File: src/rtl/sb_msg_decoder.sv
// Sideband message decoder: pulls words from SB_RX, checks parity/opcode, queues good messages.
// Optional timeout pulse on an idle request: define SB_MSG_TIMEOUT_EN.
module sb_msg_decoder #(
    parameter int FIFO_DEPTH     = 4,
    parameter int CNT_W          = 8,
    parameter int TIMEOUT_CYCLES = 1024
) (
    input  logic             clk_100MHz,
    input  logic             reset,
    input  logic             enable_i,
    output logic             msg_req_o,
    input  logic             rx_valid_i,
    input  logic [63:0]      rx_data_i,
    output logic             out_valid_o,
    input  logic             out_ready_i,
    output logic [4:0]       out_opcode_o,
    output logic [2:0]       out_srcid_o,
    output logic [7:0]       out_msgcode_o,
    output logic [2:0]       out_dstid_o,
    output logic [15:0]      out_msginfo_o,
    output logic [7:0]       out_subcode_o,
    output logic [CNT_W-1:0] par_err_cnt_o,
    output logic [CNT_W-1:0] opc_err_cnt_o,
    output logic             timeout_o
);

    localparam int AW = (FIFO_DEPTH > 1) ? $clog2(FIFO_DEPTH) : 1;
    localparam int CW = $clog2(FIFO_DEPTH + 1);
    localparam logic [CW-1:0] DEPTH_C = CW'(FIFO_DEPTH);
    localparam logic [4:0] OPC_MSG = 5'h12;

    generate
        if (FIFO_DEPTH < 2 || (FIFO_DEPTH & (FIFO_DEPTH - 1)) != 0
            || CNT_W < 1 || TIMEOUT_CYCLES < 1) begin : g_bad_param
            $error("sb_msg_decoder: illegal parameter value");
        end
    endgenerate

    typedef struct packed {
        logic [4:0]  opcode;
        logic [2:0]  srcid;
        logic [7:0]  msgcode;
        logic [2:0]  dstid;
        logic [15:0] msginfo;
        logic [7:0]  subcode;
    } msg_t;

    typedef enum logic [1:0] {
        S_IDLE,
        S_REQ,
        S_CHECK
    } state_t;

    state_t r_state;
    state_t w_state_nxt;

    logic [63:0]      r_word;
    msg_t             r_mem [FIFO_DEPTH];
    msg_t             r_last;
    msg_t             w_head;
    msg_t             w_entry;
    logic [AW-1:0]    r_wr_ptr;
    logic [AW-1:0]    r_rd_ptr;
    logic [CW-1:0]    r_count;
    logic [CNT_W-1:0] r_par_cnt;
    logic [CNT_W-1:0] r_opc_cnt;

    logic w_full;
    logic w_empty;
    logic w_xfer;
    logic w_par_err;
    logic w_opc_err;
    logic w_push;
    logic w_pop;

    assign w_full  = (r_count == DEPTH_C);
    assign w_empty = (r_count == '0);

    // Gated by enable so a falling enable never completes a handshake.
    assign msg_req_o = (r_state == S_REQ) && enable_i && !w_full;
    assign w_xfer    = msg_req_o && rx_valid_i;

    assign w_par_err = r_word[63] || (r_word[62] != (^r_word[61:0]));
    assign w_opc_err = !w_par_err && (r_word[4:0] != OPC_MSG);

    assign w_pop  = !w_empty && out_ready_i;
    assign w_push = (r_state == S_CHECK) && !w_par_err && !w_opc_err
                    && (!w_full || w_pop);

    assign w_entry.opcode  = r_word[4:0];
    assign w_entry.srcid   = r_word[31:29];
    assign w_entry.msgcode = r_word[21:14];
    assign w_entry.dstid   = r_word[58:56];
    assign w_entry.msginfo = r_word[55:40];
    assign w_entry.subcode = r_word[39:32];

    always_comb begin
        w_state_nxt = r_state;
        case (r_state)
            S_IDLE: begin
                if (enable_i) w_state_nxt = S_REQ;
            end
            S_REQ: begin
                if (!enable_i)   w_state_nxt = S_IDLE;
                else if (w_xfer) w_state_nxt = S_CHECK;
            end
            S_CHECK: begin
                w_state_nxt = enable_i ? S_REQ : S_IDLE;
            end
            default: w_state_nxt = S_IDLE;
        endcase
    end

    always_ff @(posedge clk_100MHz or posedge reset) begin
        if (reset) begin
            r_state <= S_IDLE;
            r_word  <= '0;
        end else begin
            r_state <= w_state_nxt;
            if (w_xfer) r_word <= rx_data_i;
        end
    end

    always_ff @(posedge clk_100MHz) begin
        if (w_push) r_mem[r_wr_ptr] <= w_entry;
    end

    // r_last keeps the most recently popped entry visible once empty.
    always_ff @(posedge clk_100MHz or posedge reset) begin
        if (reset) begin
            r_wr_ptr <= '0;
            r_rd_ptr <= '0;
            r_count  <= '0;
            r_last   <= '0;
        end else begin
            if (w_push) r_wr_ptr <= r_wr_ptr + 1'b1;
            if (w_pop) begin
                r_rd_ptr <= r_rd_ptr + 1'b1;
                r_last   <= r_mem[r_rd_ptr];
            end
            case ({w_push, w_pop})
                2'b10:   r_count <= r_count + 1'b1;
                2'b01:   r_count <= r_count - 1'b1;
                default: r_count <= r_count;
            endcase
        end
    end

    always_ff @(posedge clk_100MHz or posedge reset) begin
        if (reset) begin
            r_par_cnt <= '0;
            r_opc_cnt <= '0;
        end else if (r_state == S_CHECK) begin
            if (w_par_err && r_par_cnt != '1) r_par_cnt <= r_par_cnt + 1'b1;
            if (w_opc_err && r_opc_cnt != '1) r_opc_cnt <= r_opc_cnt + 1'b1;
        end
    end

    assign w_head = w_empty ? r_last : r_mem[r_rd_ptr];

    assign out_valid_o   = !w_empty;
    assign out_opcode_o  = w_head.opcode;
    assign out_srcid_o   = w_head.srcid;
    assign out_msgcode_o = w_head.msgcode;
    assign out_dstid_o   = w_head.dstid;
    assign out_msginfo_o = w_head.msginfo;
    assign out_subcode_o = w_head.subcode;
    assign par_err_cnt_o = r_par_cnt;
    assign opc_err_cnt_o = r_opc_cnt;

`ifdef SB_MSG_TIMEOUT_EN
    localparam int TW = $clog2(TIMEOUT_CYCLES + 1);
    localparam logic [TW-1:0] TO_LAST = TW'(TIMEOUT_CYCLES - 1);

    logic [TW-1:0] r_to_cnt;
    logic          r_timeout;

    always_ff @(posedge clk_100MHz or posedge reset) begin
        if (reset) begin
            r_to_cnt  <= '0;
            r_timeout <= 1'b0;
        end else begin
            r_timeout <= 1'b0;
            if (r_state != S_REQ || w_xfer) begin
                r_to_cnt <= '0;
            end else if (msg_req_o) begin
                if (r_to_cnt == TO_LAST) begin
                    r_to_cnt  <= '0;
                    r_timeout <= 1'b1;
                end else begin
                    r_to_cnt <= r_to_cnt + 1'b1;
                end
            end
        end
    end

    assign timeout_o = r_timeout;
`else
    assign timeout_o = 1'b0;
`endif

endmodule

File: config.mk
export PLATFORM = sky130hd
export DESIGN_NAME = sb_msg_decoder
export DESIGN_NICKNAME = d
export VERILOG_FILES = /design/src/rtl/sb_msg_decoder.sv
export SDC_FILE = /design/constraint.sdc
export NUM_CORES = 1
export LEC_CHECK = 0
export BUFFER_PORTS_ARGS = -buffer_cell sky130_fd_sc_hd__buf_2
export CAP_MARGIN = 20
export CORE_MARGIN = 2
export CORE_UTILIZATION = 63
export CTS_CLUSTER_DIAMETER = 120
export DETAILED_ROUTE_END_ITERATION = 16
export PLACE_DENSITY = 0.95
export SETUP_SLACK_MARGIN = 0.05
export SYNTH_ARGS = -nofsm -noshare
export SYNTH_HDL_FRONTEND = slang
export SYNTH_SLANG_ARGS = --single-unit
File: constraint.sdc
create_clock -name clk_100MHz -period 13 [get_ports clk_100MHz]
set_clock_uncertainty 0.15 [all_clocks]
set_input_delay 2.6 -clock clk_100MHz [delete_from_list [all_inputs] [get_ports clk_100MHz]]
set_output_delay 2.6 -clock clk_100MHz [all_outputs]
set_load 0.005 [all_outputs]
# After elaboration in Yosys (flattened, before gate mapping)
# Memories as Yosys holds them, arrays and structs flattened.
# Index checks and enable logic that the tools add are counted.
[classes]
addsub = 6
mul = 0
n_div = 0
magnitude_cmp = 0
eq_ne = 11
shift = 0
muxes = 9
n_bitwise = 0
n_reduce_logical = 23
[ops]
columns = ["operator", "count"]
rows = [
  ["62-bit parity", 1],
  ["43-bit 2-to-1 mux", 1],
  ["8-bit by 1-bit adder with 8-bit output (second input constant)", 2],
  ["8-bit inequality test (second input constant)", 2],
  ["1-bit logical AND", 10],
  ["2-bit 2-to-1 mux", 3],
  ["2-bit one-hot mux with 3 select lines", 1],
  ["3-bit one-hot mux with 2 select lines", 1],
  ["2-bit AND reduction", 3],
  ["5-bit inequality test (second input constant)", 1],
  ["2-bit by 1-bit adder with 2-bit output (second input constant)", 2],
  ["2-bit by 1-bit equality test with 1-bit output (second input constant)", 2],
  ["2-bit equality test (second input constant)", 2],
  ["1-bit logical NOT", 4],
  ["3-bit by 1-bit adder with 3-bit output (second input constant)", 1],
  ["3-bit equality test (second input constant)", 1],
  ["3-bit logical NOT", 1],
  ["1-bit 2-to-1 mux", 3],
  ["3-bit inequality test (second input constant)", 1],
  ["3-bit by 1-bit subtractor with 3-bit output (second input constant)", 1],
  ["2-bit logical NOT", 1],
  ["1-bit logical OR", 2],
  ["2-bit inequality test (second input constant)", 1],
  ["2-bit nonzero test", 1],
  ["1-bit inequality test", 1],
]
[word_totals]
reg_bits = 132
latch_bits = 0
ramBits = 172
mem_bits_ro = 0
in_bits = 69
output_inout_bits = 62
wordCells = 63
mem_count = 1
[memory_table]
columns = ["name", "words", "word_bits", "read_ports", "rd_clocked_by_memory_dff", "write_ports", "line_no", "source"]
rows = [
  ["r_mem", 4, 43, 1, 0, 1, "58", "msg_t r_mem [FIFO_DEPTH];"],
]

# Depth between registers and ports, before layout
# Gate-level depths: netlist of run 1.
[logic_depth]
word_depth = 10
ltp_mapped = 13
ltp_nobuf = 13

# Least setup slack after synthesis of run 1
# Ideal clock, no wire load.
[synth_path]
kind = "input -> output"
start = "input enable_i"
end = "output msg_req_o"
t_arrival_ns = 2.930
required_ns = 10.250
slack_ns = 7.320
stages = 2
path_buffers = 0
cell_sequence = "nand2_1 a211oi_1"
[synth_via]
elab_chain_len = 2
[synth_rtl]
columns = ["element", "line_no", "source"]
rows = [
  ["start, declared", "10", "input logic enable_i,"],
  ["1-bit logical AND (2 in series)", "80", "assign msg_req_o = (r_state == S_REQ) && enable_i && !w_full;"],
  ["end, declared", "11", "output logic msg_req_o,"],
]
# Every way passes these cells.

# Worst setup path after layout of run 1
# Ends and elaborated chain as after synthesis.

==> impl_results.md, run 1 <==
* Outcome: complete, no violations
* Drt first pass iters at 5
* Synth top area cells: edfxtp_1 (41%), dfrtp_1 (26%), mux2_2 (8.0%)
* DRT Wirelength at 24800 microns
* Via Count at 6941
* Syn nets at 898
* Cell variety after synth at 40
* Top cells by count, synth: nand2_1 (194), edfxtp_1 (172), dfrtp_1 (132), mux2_2 (89), xnor2_1 (55)
* EDFF count, synth at 172
* M2 GR Usage at 0.425
* Maximum clock frequency at 0.168 GHz
* Wire per inst at 19.9 microns
* Core footprint at 0.0195 sq mm
* Sequential share of the synthesized area at 0.674
* FF-to-FF Start: r_word[0]$_DFFE_PP0P_
* Slew @ Worst Pin at 0.933 ns
* Flip-flop and latch count after synthesis at 304
* Fraction of registers with async set/reset at 0.434
* Grt total ovfl at 0
* Root Driver: clkbuf_16
* Mean Syn Cell Area at 15.3 sq um
* Worst reg-to-reg setup slack at 8.70 ns
* Cell depth of the worst min-delay path at 2
* GR Layer Usage met3 at 0.0333
* Post-DP HPWL at 14900 microns
* Crit path buffers/inverters at 2
* Nature of the critical path endpoint: primary output
* RSZ-0062 raised after global routing: no
* Critical-path cell list: buf_2 > nand2_1 > a211oi_1 > buf_2
* M1 GR Usage at 0.324
* Worst hold path type: reg2reg
* Yosys warns at 0
* Cell count after synthesis at 820
* Tot GR Track Use at 0.243
* Max Cap Viol at 0
* Rows at 51
* ANT nets after route at 0
* Hold endpoint: r_word[24]$_DFFE_PP0P_
* DRC at 0
* Pleak at 5.91 nW
* Period utilization at 0.458
* Area growth syn-to-layout at 15.2%
* FF-to-FF End: r_mem[0][20]$_DFFE_PP_
* Drt via density at 5.58
* Hold Buf Count CTS at 0
* Final min period at 5.95 ns
* Post-CTS setup buffer count at 0
* Synth Cell Area at 0.0126 sq mm
* Crit-path max FO at 2
* Finished Layout Cells at 1245
* Setup CP Type: in2out
* Vias in the first global route at 7478
* Final GP Congestion at 0.755
* Initial Util at 0.643
* Largest net degree at the start of global routing at 88
* Worst path slowest cell: a211oi_1
* CP max stage delay at 0.29 ns
* Sum Neg Setup Slack at 0 ns
* PwrDens at 303 mW/mm^2
* Post_cts resized at 0
* First-pass GRT wire length at 40200 microns
* Placed Instances at 1188
* Critical path's top delay family: compound AO/OA/AOI/OAI gates
* Die X at 145 microns
* Crit path arrival time at 3.20 ns
* Final core occ at 0.741
* CP dominant cell by count: buf_2
* Total Nets Final at 1034
* DR iter-0 viols at 505
* # IOs at 131
* R2R cell count at 11
* Grt peak-use layer: met2
* Clk buf depth at 3
* Initial antenna violation count at 0
* Die Y at 145 microns
* Yosys top cell area share at 0.411
* Final Max Tran Viols at 0
* Most frequent cell after synthesis: nand2_1
* Clock-pin slew on the worst setup and hold paths at 0.06 ns
* ANT cells at 0
* Ys flop type: edfxtp_1
* Hold_sp: r_word[24]$_DFFE_PP0P_
* WHS at 0.347 ns
* Worst endpoint required time at 10.25 ns
* Share of cells above drive strength 1 at 0.342
* CTS tree: yes
* CTS Buf Count at 30
* H-tree levels at 1
* Max VDD drop at 542 uV
* Critical path startpoint category: input pin
* Clock sinks at 304
* Final Hold Vio Count at 0
* Post-synth top area cell: edfxtp_1
* Port Buffers at 129
* Worst-Skew Late Latency at 0.54 ns
* Overall Power at 4.38 mW
* Relative max-transition margin at 0.378
* Die area at 0.0211 sq mm
* Final setup viols at 0
==> area by class of cell <==
cell class / instances / area (sq um)
Fill cell: 1189 / 5050
Clock buffer: 44 / 865
Multi-Input combinational cell: 470 / 3930
Inverter: 11 / 46.3
Sequential cell: 304 / 8470
Timing Repair Buffer: 139 / 733
Clock inverter: 12 / 93.8
Tap cell: 265 / 332
==> per-stage QoR <==
stage | area (sq um) | setup WS (ns)
floorplan | 12600 | 6.72
global placement | 13500 | 7.04
detailed placement | 13500 | 7.04
CTS | 14500 | 7.04
global route | 14500 | 7.00
finish | 14500 | 7.05
==> state kept, by name, indices dropped and copies added, names as in the netlist, 3 cells and up <==
name,flops
opc_err_cnt_o,8
par_err_cnt_o,8
r_count,3
r_last,43
r_mem,172
r_word,64
==> cells by family after synthesis <==
kind of cell	count (synthesis)	synth area share
DFF	304	0.674
and+or+nand+nor	235	0.0759
muxes	133	0.158
xor gates and xnor gates	74	0.0587
buffers and inverters	46	0.0140
AOI/OAI and AO/OA	18	0.00966
adders and majority gates	9	0.00956
other	1	0.000299
==> worst max path at each step <==
stage	startpoint	end	slack, ns	cells after the start
2_1_floorplan	reset	opc_err_cnt_o[0]$_DFFE_PP0P_	6.72	1
3_3_place_gp	enable_i	msg_req_o	7.04	4
3_5_place_dp	enable_i	msg_req_o	7.04	4
4_1_cts	enable_i	msg_req_o	7.04	4
5_1_grt	enable_i	msg_req_o	7.00	4
6_report	enable_i	msg_req_o	7.05	4
==> layout by cell type, fill, tap and decap left out, drive strengths merged <==
cell	count
xnor3	5
buf	139
inv	12
o211ai	2
nand3b	1
fa	1
edfxtp	172
and3	4
conb	1
bufinv	1
clkinv	8
nor3	6
xor2	13
a21oi	5
or2b	1
or2	1
o41ai	1
a211oi	1
mux2i	1
nand2	194
xnor2	55
o21ai	5
a41o	1
nor2	10
nand3	8
mux2	89
o22ai	1
clkinvlp	2
xor3	1
clkbuf	44
nand4	4
ha	8
mux4	43
dfrtp	132
a31oi	2
and2	6
==> power by group <==
part / internal, mW / switching, mW
logic: 1.12 / 0.913
registers: 1.28 / 0.240
clock network: 0.480 / 0.345
total: 2.88 / 1.50
==> worst min-delay path, cell delays in order, from the launching register on <==
cell	delay, ns
dfrtp_1	0.36
nand2_1	0.05
nand2_1	0.05
==> metal layers <==
metal,share of wire,vias to the layer above
li1,-,3213
met1,0.41,3471
met2,0.52,215
met3,0.046,42
met4,0.027,0
met5,0,-
Note: power is estimated with default switching activity, not from simulation.
==> run 2: changes to the inputs <==
- ABC_AREA: unset -> 1
- CORE_UTILIZATION: 63 -> 59
- PLACE_DENSITY: 0.95 -> 0.91
- clock period: 13 -> 5.5 ns (I/O delays scaled with it)
==> run 2 against run 1 <==
  * Flip-flop and latch count did not move
  * Critical path depth rose by 2
  * Synthesized cell count rose by 71%
  * Largest cell class unchanged
==> impl_results.md, run 2 <==
* WHS at 0.334 ns (was 0.347 ns)
* Via Count at 10400 (was 6941)
* Post-CTS setup buffer count at 0 (unchanged)
* Dpl ws at 1.61 ns (was 7.04 ns)
* Max Cap Viol at 0 (unchanged)
* Vias in the first global route at 10100 (was 7478)
* Total Nets Final at 1596 (was 1034)
* DRC at 0 (unchanged)
* Fraction of registers with async set/reset at 0.434 (unchanged)
* DR iter-0 viols at 1011 (was 505)
* Worst endpoint required time at 4.25 ns (was 10.25 ns)
* Critical path startpoint category: flip-flop (was input pin)
* Mean Syn Cell Area at 9.57 sq um (was 15.3 sq um)
* Pleak at 6.78 nW (was 5.91 nW)
* Area growth syn-to-layout at 14.1% (was 15.2%)
* Worst reg-to-reg setup slack at 1.55 ns (was 8.70 ns)
* Synth top area cells: edfxtp_1 (38%), dfrtp_1 (25%), nand2_1 (17%) (was edfxtp_1 (41%), dfrtp_1 (26%), mux2_2 (8.0%))
* RSZ-0062 raised after global routing: no (unchanged)
* Outcome: complete, no violations (unchanged)
* Final setup viols at 0 (unchanged)
* Clock-pin slew on the worst setup and hold paths at 0.06 ns (about the same)
* Drt via density at 5.68 (was 5.58)
* Most common cell after layout, fill and taps aside: nand2_1 (unchanged)
* Cell count after synthesis at 1406 (was 820)
* M1 GR Usage at 0.329 (was 0.324)
* Crit-path max FO at 58 (was 2)
* Top Registers: r_mem x172, r_word x64, r_last x43 (unchanged)
* Yosys warns at 0 (unchanged)
* ANT nets after route at 0 (unchanged)
* Final Hold Vio Count at 0 (unchanged)
* Cell depth of the worst min-delay path at 2 (unchanged)
* GR Layer Usage met3 at 0.0354 (was 0.0333)
* Post-synth top area cell: edfxtp_1 (unchanged)
* Initial antenna violation count at 0 (unchanged)
* Die Y at 155 microns (was 145 microns)
* Max VDD drop at 333 uV (was 542 uV)
* PwrDens at 596 mW/mm^2 (was 303 mW/mm^2)
* Port Buffers at 129 (unchanged)
* Flip-flop and latch count after synthesis at 304 (unchanged)
* Sequential share of the synthesized area at 0.629 (was 0.674)
* Final min period at 4.08 ns
* Slew @ Worst Pin at 1.03 ns (was 0.933 ns)
* Nature of the critical path endpoint: primary output (unchanged)
* Period utilization at 0.742
* Final core occ at 0.683 (was 0.741)
* H-tree levels at 1 (unchanged)
* Tot GR Track Use at 0.255 (was 0.243)
* Ys flop type: edfxtp_1 (unchanged)
* Top cells by count, synth: nand2_1 (596), edfxtp_1 (172), o21ai_0 (141), dfrtp_1 (132), inv_1 (94) (was nand2_1 (194), edfxtp_1 (172), dfrtp_1 (132), mux2_2 (89), xnor2_1 (55))
* ANT cells at 0 (unchanged)
* Grt peak-use layer: met2 (unchanged)
* Clock sinks at 304 (unchanged)
* Setup CP Type: reg2out (was in2out)
* Rows at 55 (was 51)
* CTS Buf Count at 29 (was 30)
* EDFF count, synth at 172 (unchanged)
* Initial Util at 0.598 (was 0.643)
* Cell variety after synth at 32 (was 40)
* FF-to-FF Start: r_word[2]$_DFFE_PP0P_ (was r_word[0]$_DFFE_PP0P_)
* Largest net degree at the start of global routing at 105 (was 88)
* Maximum clock frequency at 0.245 GHz
* # IOs at 131 (unchanged)
* Final worst setup slack at 1.42 ns (was 7.05 ns)
* Final Max Tran Viols at 0 (unchanged)
* CTS tree: yes (unchanged)
* Hold Buf Count CTS at 0 (unchanged)
* Post_cts resized at 0 (unchanged)
* Post-DP HPWL at 19100 microns (was 14900 microns)
* Syn nets at 1484 (was 898)
* DRT Wirelength at 30300 microns (was 24800 microns)
* Die X at 155 microns (was 145 microns)
* Crit path arrival time at 2.83 ns (was 3.20 ns)
* Largest Register: r_mem (unchanged)
* M2 GR Usage at 0.428 (was 0.425)
* Hold endpoint: r_last[18]$_DFFE_PP0P_ (was r_word[24]$_DFFE_PP0P_)
* Worst hold path type: reg2reg (unchanged)
* Final GP Congestion at 0.802 (was 0.755)
* First-pass GRT wire length at 49100 microns (was 40200 microns)
* R2R cell count at 21 (was 11)
* Share of cells above drive strength 1 at 0.141 (was 0.342)
* Largest register FFs at 172 (unchanged)
* Root Driver: clkbuf_16 (unchanged)
* Synth Cell Area at 0.0135 sq mm (was 0.0126 sq mm)
* Relative max-transition margin at 0.309 (was 0.378)
* Drt first pass iters at 6 (was 5)
* Wire per inst at 16.6 microns (was 19.9 microns)
* Most frequent cell after synthesis: nand2_1 (unchanged)
* Grt total ovfl at 0 (unchanged)
* Yosys top cell area share at 0.384 (was 0.411)
* Hold_sp: r_last[18]$_DFFE_PP0P_ (was r_word[24]$_DFFE_PP0P_)
* Core footprint at 0.0225 sq mm (was 0.0195 sq mm)
* Worst-Skew Late Latency at 0.54 ns (about the same)
* Die area at 0.0240 sq mm (was 0.0211 sq mm)
* Sum Neg Setup Slack at 0 ns (unchanged)
* Commonest cells after routing, fill and taps aside: nand2_1 (595), edfxtp_1 (172), o21ai_0 (141), dfrtp_1 (131), buf_2 (129) (was nand2_1 (191), edfxtp_1 (172), dfrtp_1 (130), buf_2 (129), mux2_2 (89))
* FF-to-FF End: r_mem[0][22]$_DFFE_PP_ (was r_mem[0][20]$_DFFE_PP_)
* Clk buf depth at 3 (unchanged)
* Overall Power at 9.16 mW (was 4.38 mW)
[run 2: changes by cell type after synthesis, moves of 43 or more]
cell,before,now
a32o_1,0,43
o21ai_0,5,141
nand2_1,194,596
mux2_2,89,0
mux4_2,43,0
inv_1,10,94
xnor2_1,55,11
[run 2: logic make-up (layout without fill, tap and decap cells)]
kind of cell | Yosys count | after routing | share of synthesized area
buffers and inverters | 167 | 301 | 0.0469
XOR/XNOR | 29 | 29 | 0.0189
flip-flops | 304 | 304 | 0.629
adder cells (fa/ha/maj) | 9 | 9 | 0.00892
multiplexers | 1 | 1 | 0.00112
other | 1 | 1 | 0.000279
AND/OR/NAND/NOR | 665 | 665 | 0.193
AO/OA/AOI/OAI | 230 | 230 | 0.102
[run 2: worst max path at each step]
stage | depth (start not counted) | from | end
after floorplan | 1 | reset | opc_err_cnt_o[0]$_DFFE_PP0P_
after global placement | 21 | r_word[3]$_DFFE_PP0P_ | r_mem[0][26]$_DFFE_PP_
after detailed placement | 21 | r_word[3]$_DFFE_PP0P_ | r_mem[0][25]$_DFFE_PP_
after CTS | 6 | r_rd_ptr[1]$_DFFE_PP0P_ | out_msginfo_o[2]
after global routing | 6 | r_rd_ptr[1]$_DFFE_PP0P_ | out_subcode_o[3]
final | 6 | r_rd_ptr[1]$_DFFE_PP0P_ | out_msginfo_o[2]
[run 2: cell type report]
cell class              instances  area [sq um]
repair buffers                141           736
inverters                     107           408
clock buffers                  36           782
multi-input cells             935          4390
clock inverters                17           215
well taps                     285           357
fillers                      1542          7140
flip-flops and latches        304          8470
[run 2: power by group]
part | switching [mW] | total, mW | internal (mW)
Sequential | 0.506 | 3.53 | 3.03
Clock | 0.838 | 2.08 | 1.24
Combinational | 2.29 | 3.54 | 1.25
[run 2: worst max-delay path, cell delays in order (launching register included)]
cell and delay, ns:
dfrtp_1 0.41, inv_2 0.75, buf_4 0.45, a21oi_1 0.10, a32o_1 0.28, o21ai_0 0.14
buf_2 0.13
[run 2: routing by layer]
| metal | part of all wire | wire length (microns) | vias up |
|---|---|---|---|
| met2 | 0.49 | 14900 | 508 |
| li1 | - | - | 4878 |
| met4 | 0.044 | 1330 | 0 |
| met1 | 0.39 | 11900 | 4886 |
| met3 | 0.074 | 2230 | 100 |
| met5 | 0 | 0 | - |
[run 2: metrics by stage]
stage,instances,cell area [sq um]
2_1_floorplan,1406,13500
3_3_place_gp,1772,14400
3_5_place_dp,1772,14400
4_1_cts,1825,15400
5_1_grt,1825,15400
6_report,1825,15400
==> run 3: changes to the inputs <==
- CORE_UTILIZATION: 59 -> 53
- PLACE_DENSITY: 0.91 -> 0.86
- clock period: 5.5 -> 3.5 ns (I/O delays scaled with it)
==> run 3 against run 2 <==
  * Register-to-register slack got worse by 1.2 ns
  * Sequential share of layout area fell by 1.2 points
  * Via count fell by 1.9%
  * Flip-flop and latch count did not move
  * Core utilization fell by 5.5 points
  * Global-route usage fell by 2.9 points
  * Non-clock buffer count rose by 15
  * Critical path depth rose by 1
  * Critical path type unchanged
  * Clock-buffer cell count rose by 9
  * Largest cell class unchanged
  * Power rose by 57%
  * Sequential power rose by 58%
  * Critical endpoint is now out_msginfo_o[8]
  * Hold slack got worse by 0.17 ns
==> impl_results.md, run 3 (same netlist as run 2, synthesis figures left out) <==
* Worst path slowest cell: dfrtp_1 (was inv_2)
* Final min period at 3.19 ns
* Critical-path cell list: nor2_1 > nand2_1 > inv_2 > buf_4 > nand2_1 > o21ai_0 > buf_2 (was inv_2 > buf_4 > a21oi_1 > a32o_1 > o21ai_0 > buf_2)
* FF-to-FF Start: r_word[2]$_DFFE_PP0P_ (unchanged)
* Routed length on met1 at 12300 microns (was 11900 microns)
* Power Internal at 8.75 mW (was 5.52 mW)
* Final Hold Vio Count at 0 (unchanged)
* Top Registers: r_mem x172, r_word x64, r_last x43 (unchanged)
* Vias in the first global route at 9810 (was 10100)
* Post-DP HPWL at 19300 microns (was 19100 microns)
* Routed length on met2 at 15100 microns (was 14900 microns)
* Largest net degree at the start of global routing at 119 (was 105)
* Clock sinks at 304 (unchanged)
* Fillers at 1904 (was 1542)
* DRT Wirelength at 30000 microns (was 30300 microns)
* Commonest cells after routing, fill and taps aside: nand2_1 (595), edfxtp_1 (172), o21ai_0 (141), dfrtp_1 (131), buf_2 (129) (unchanged)
* Grt total ovfl at 0 (unchanged)
* Outcome: complete, no violations (unchanged)
* First-pass GRT wire length at 48200 microns (was 49100 microns)
* Root Driver: clkbuf_16 (unchanged)
* Core footprint at 0.0250 sq mm (was 0.0225 sq mm)
* Clock-pin slew on the worst setup and hold paths at 0.06 ns (about the same)
* CTS Buf Count at 31 (was 29)
* Dpl ws at 0.250 ns (was 1.61 ns)
* Critical path's top delay family: buffers and inverters (unchanged)
* CTS tree: yes (unchanged)
* Placed Instances at 1826 (was 1772)
* Critical path startpoint category: flip-flop (unchanged)
* Slew @ Worst Pin at 0.849 ns (was 1.03 ns)
* Worst reg-to-reg setup slack at 0.32 ns (was 1.55 ns)
* Net Sw Power at 5.66 mW (was 3.64 mW)
* Total Nets Final at 1613 (was 1596)
* Switching part of the total at 0.393 (was 0.397)
* Most common cell after layout, fill and taps aside: nand2_1 (unchanged)
* Maximum clock frequency at 0.314 GHz
* DR iter-0 viols at 931 (was 1011)
* Drt via density at 5.39 (was 5.68)
* Port Buffers at 129 (unchanged)
* Post-DP Area at 0.0146 sq mm (was 0.0144 sq mm)
* Wire per inst at 15.9 microns (was 16.6 microns)
* Final setup viols at 0 (unchanged)
* Nature of the critical path endpoint: primary output (unchanged)
* Largest register FFs at 172 (unchanged)
* Largest Register: r_mem (unchanged)
* Setup CP Type: reg2out (unchanged)
* CP max stage delay at 0.42 ns (was 0.75 ns)
* Area growth syn-to-layout at 16.6% (was 14.1%)
* DRC at 0 (unchanged)
* Relative max-transition margin at 0.433 (was 0.309)
* Final GP Congestion at 0.828 (was 0.802)
* Drt first pass iters at 5 (was 6)
* WHS at 0.163 ns (was 0.334 ns)
* Pleak at 6.90 nW (was 6.78 nW)
* Metal3 WL at 1880 microns (was 2230 microns)
* Tot GR Track Use at 0.226 (was 0.255)
* Die Y at 163 microns (was 155 microns)
* Finished Layout Cells at 1889 (was 1825)
* Clk buf depth at 3 (unchanged)
* CP dominant cell by count: nand2_1
* Sequential power share at 0.386 (about the same)
* Clock power frac at 0.229 (was 0.227)
* H-tree levels at 1 (unchanged)
* Period utilization at 0.911
* DR top layer: met4 (unchanged)
* Initial Util at 0.538 (was 0.598)
* Via Count at 10200 (was 10400)
* Final core occ at 0.627 (was 0.683)
* Worst endpoint required time at 2.65 ns (was 4.25 ns)
* Max Cap Viol at 0 (unchanged)
* PwrDens at 918 mW/mm^2 (was 596 mW/mm^2)
* ANT nets after route at 0 (unchanged)
* Max VDD drop at 466 uV (was 333 uV)
* Worst-Skew Late Latency at 0.55 ns (was 0.54 ns)
* Die X at 163 microns (was 155 microns)
* Share of cells above drive strength 1 at 0.151 (was 0.141)
* Final Max Tran Viols at 0 (unchanged)
* Die area at 0.0267 sq mm (was 0.0240 sq mm)
* Fin area at 0.0157 sq mm (was 0.0154 sq mm)
* Crit path from: r_count[0]$_DFFE_PP0P_ (was r_rd_ptr[1]$_DFFE_PP0P_)
* Final worst setup slack at 0.313 ns (was 1.42 ns)
* ANT cells at 0 (unchanged)
* Crit path arrival time at 2.34 ns (was 2.83 ns)
* RSZ-0062 raised after global routing: no (unchanged)
* Crit-path max FO at 36 (was 58)
* Rows at 58 (was 55)
* Initial antenna violation count at 0 (unchanged)
* Worst hold path type: in2async (was reg2reg)
* Crit path buffers/inverters at 3 (unchanged)
* Logic gate share of total power at 0.386 (was 0.387)
* # IOs at 131 (unchanged)
-- run 3: repair_timing --
action / in CTS / in global routing
endpoints found under the hold margin: 0 / 0
setup endpoints to repair: 0 / 166
buffers inserted: 0 / 5
hold buffers: 0 / 0
resized for setup: 0 / 3
-- run 3: power by group through the flow --
stage	clock, mW	sequential [mW]	combinational, mW
6_report	3.29	5.56	5.56
5_1_grt	3.48	5.67	6.35
2_1_floorplan	0	5.34	3.90
3_3_place_gp	0	5.52	5.27
3_5_place_dp	0	5.60	5.51
4_1_cts	3.34	5.54	5.58
-- run 3: metal layers --
| layer | GRT usage | up-vias |
|---|---|---|
| met2 | 0.403 | 335 |
| met4 | 0.0672 | 0 |
| met5 | 0 | - |
| met3 | 0.0315 | 64 |
| met1 | 0.288 | 4866 |
| li1 | - | 4911 |
-- run 3: per-stage QoR --
step / power, mW / setup TNS (ns)
after floorplan: 9.24 / -132.46
after global placement: 10.8 / 0
after detailed placement: 11.1 / 0
after CTS: 14.5 / 0
after global routing: 15.5 / 0
final: 14.4 / 0
-- run 3: cell type report --
class / count / area, sq um / area share
clock buffer: 45 / 888 / 0.0566
clock inverter: 12 / 139 / 0.00885
inverter: 107 / 408 / 0.0260
multi-input combinational: 935 / 4400 / 0.280
sequential: 304 / 8470 / 0.539
tap: 330 / 413 / 0.0263
timing repair buffer: 156 / 985 / 0.0627
-- run 3: path summary, 6_finish.rpt --
| check | end | depth (start not counted) |
|---|---|---|
| setup / recovery | out_msginfo_o[8] | 7 |
| hold / removal | r_word[12]$_DFFE_PP0P_ | 2 |
| setup reg to reg | r_mem[0][16]$_DFFE_PP_ | 21 |
| hold reg to reg | r_last[30]$_DFFE_PP0P_ | 2 |
| max in group asynchronous | r_last[10]$_DFFE_PP0P_ | 3 |
| min in group clk_100MHz | r_word[18]$_DFFE_PP0P_ | 3 |
-- run 3: worst reg2reg max path, stage by stage (launching register included) --
cell and delay (ns):
dfrtp_1 0.39, inv_1 0.07, ha_1 0.34, inv_1 0.08, nand2_1 0.07, nand2_1 0.08
nand2_1 0.08, nand2_1 0.06, nand2_1 0.05, nand2_1 0.05, nand2_1 0.06, nand2_1 0.08
inv_1 0.08, nand2_1 0.05, nand2_1 0.06, nand3_1 0.07, nand2_2 0.11, nand4_2 0.14
nor2_4 0.18, inv_2 0.12, nor2_4 0.24, buf_12 0.24
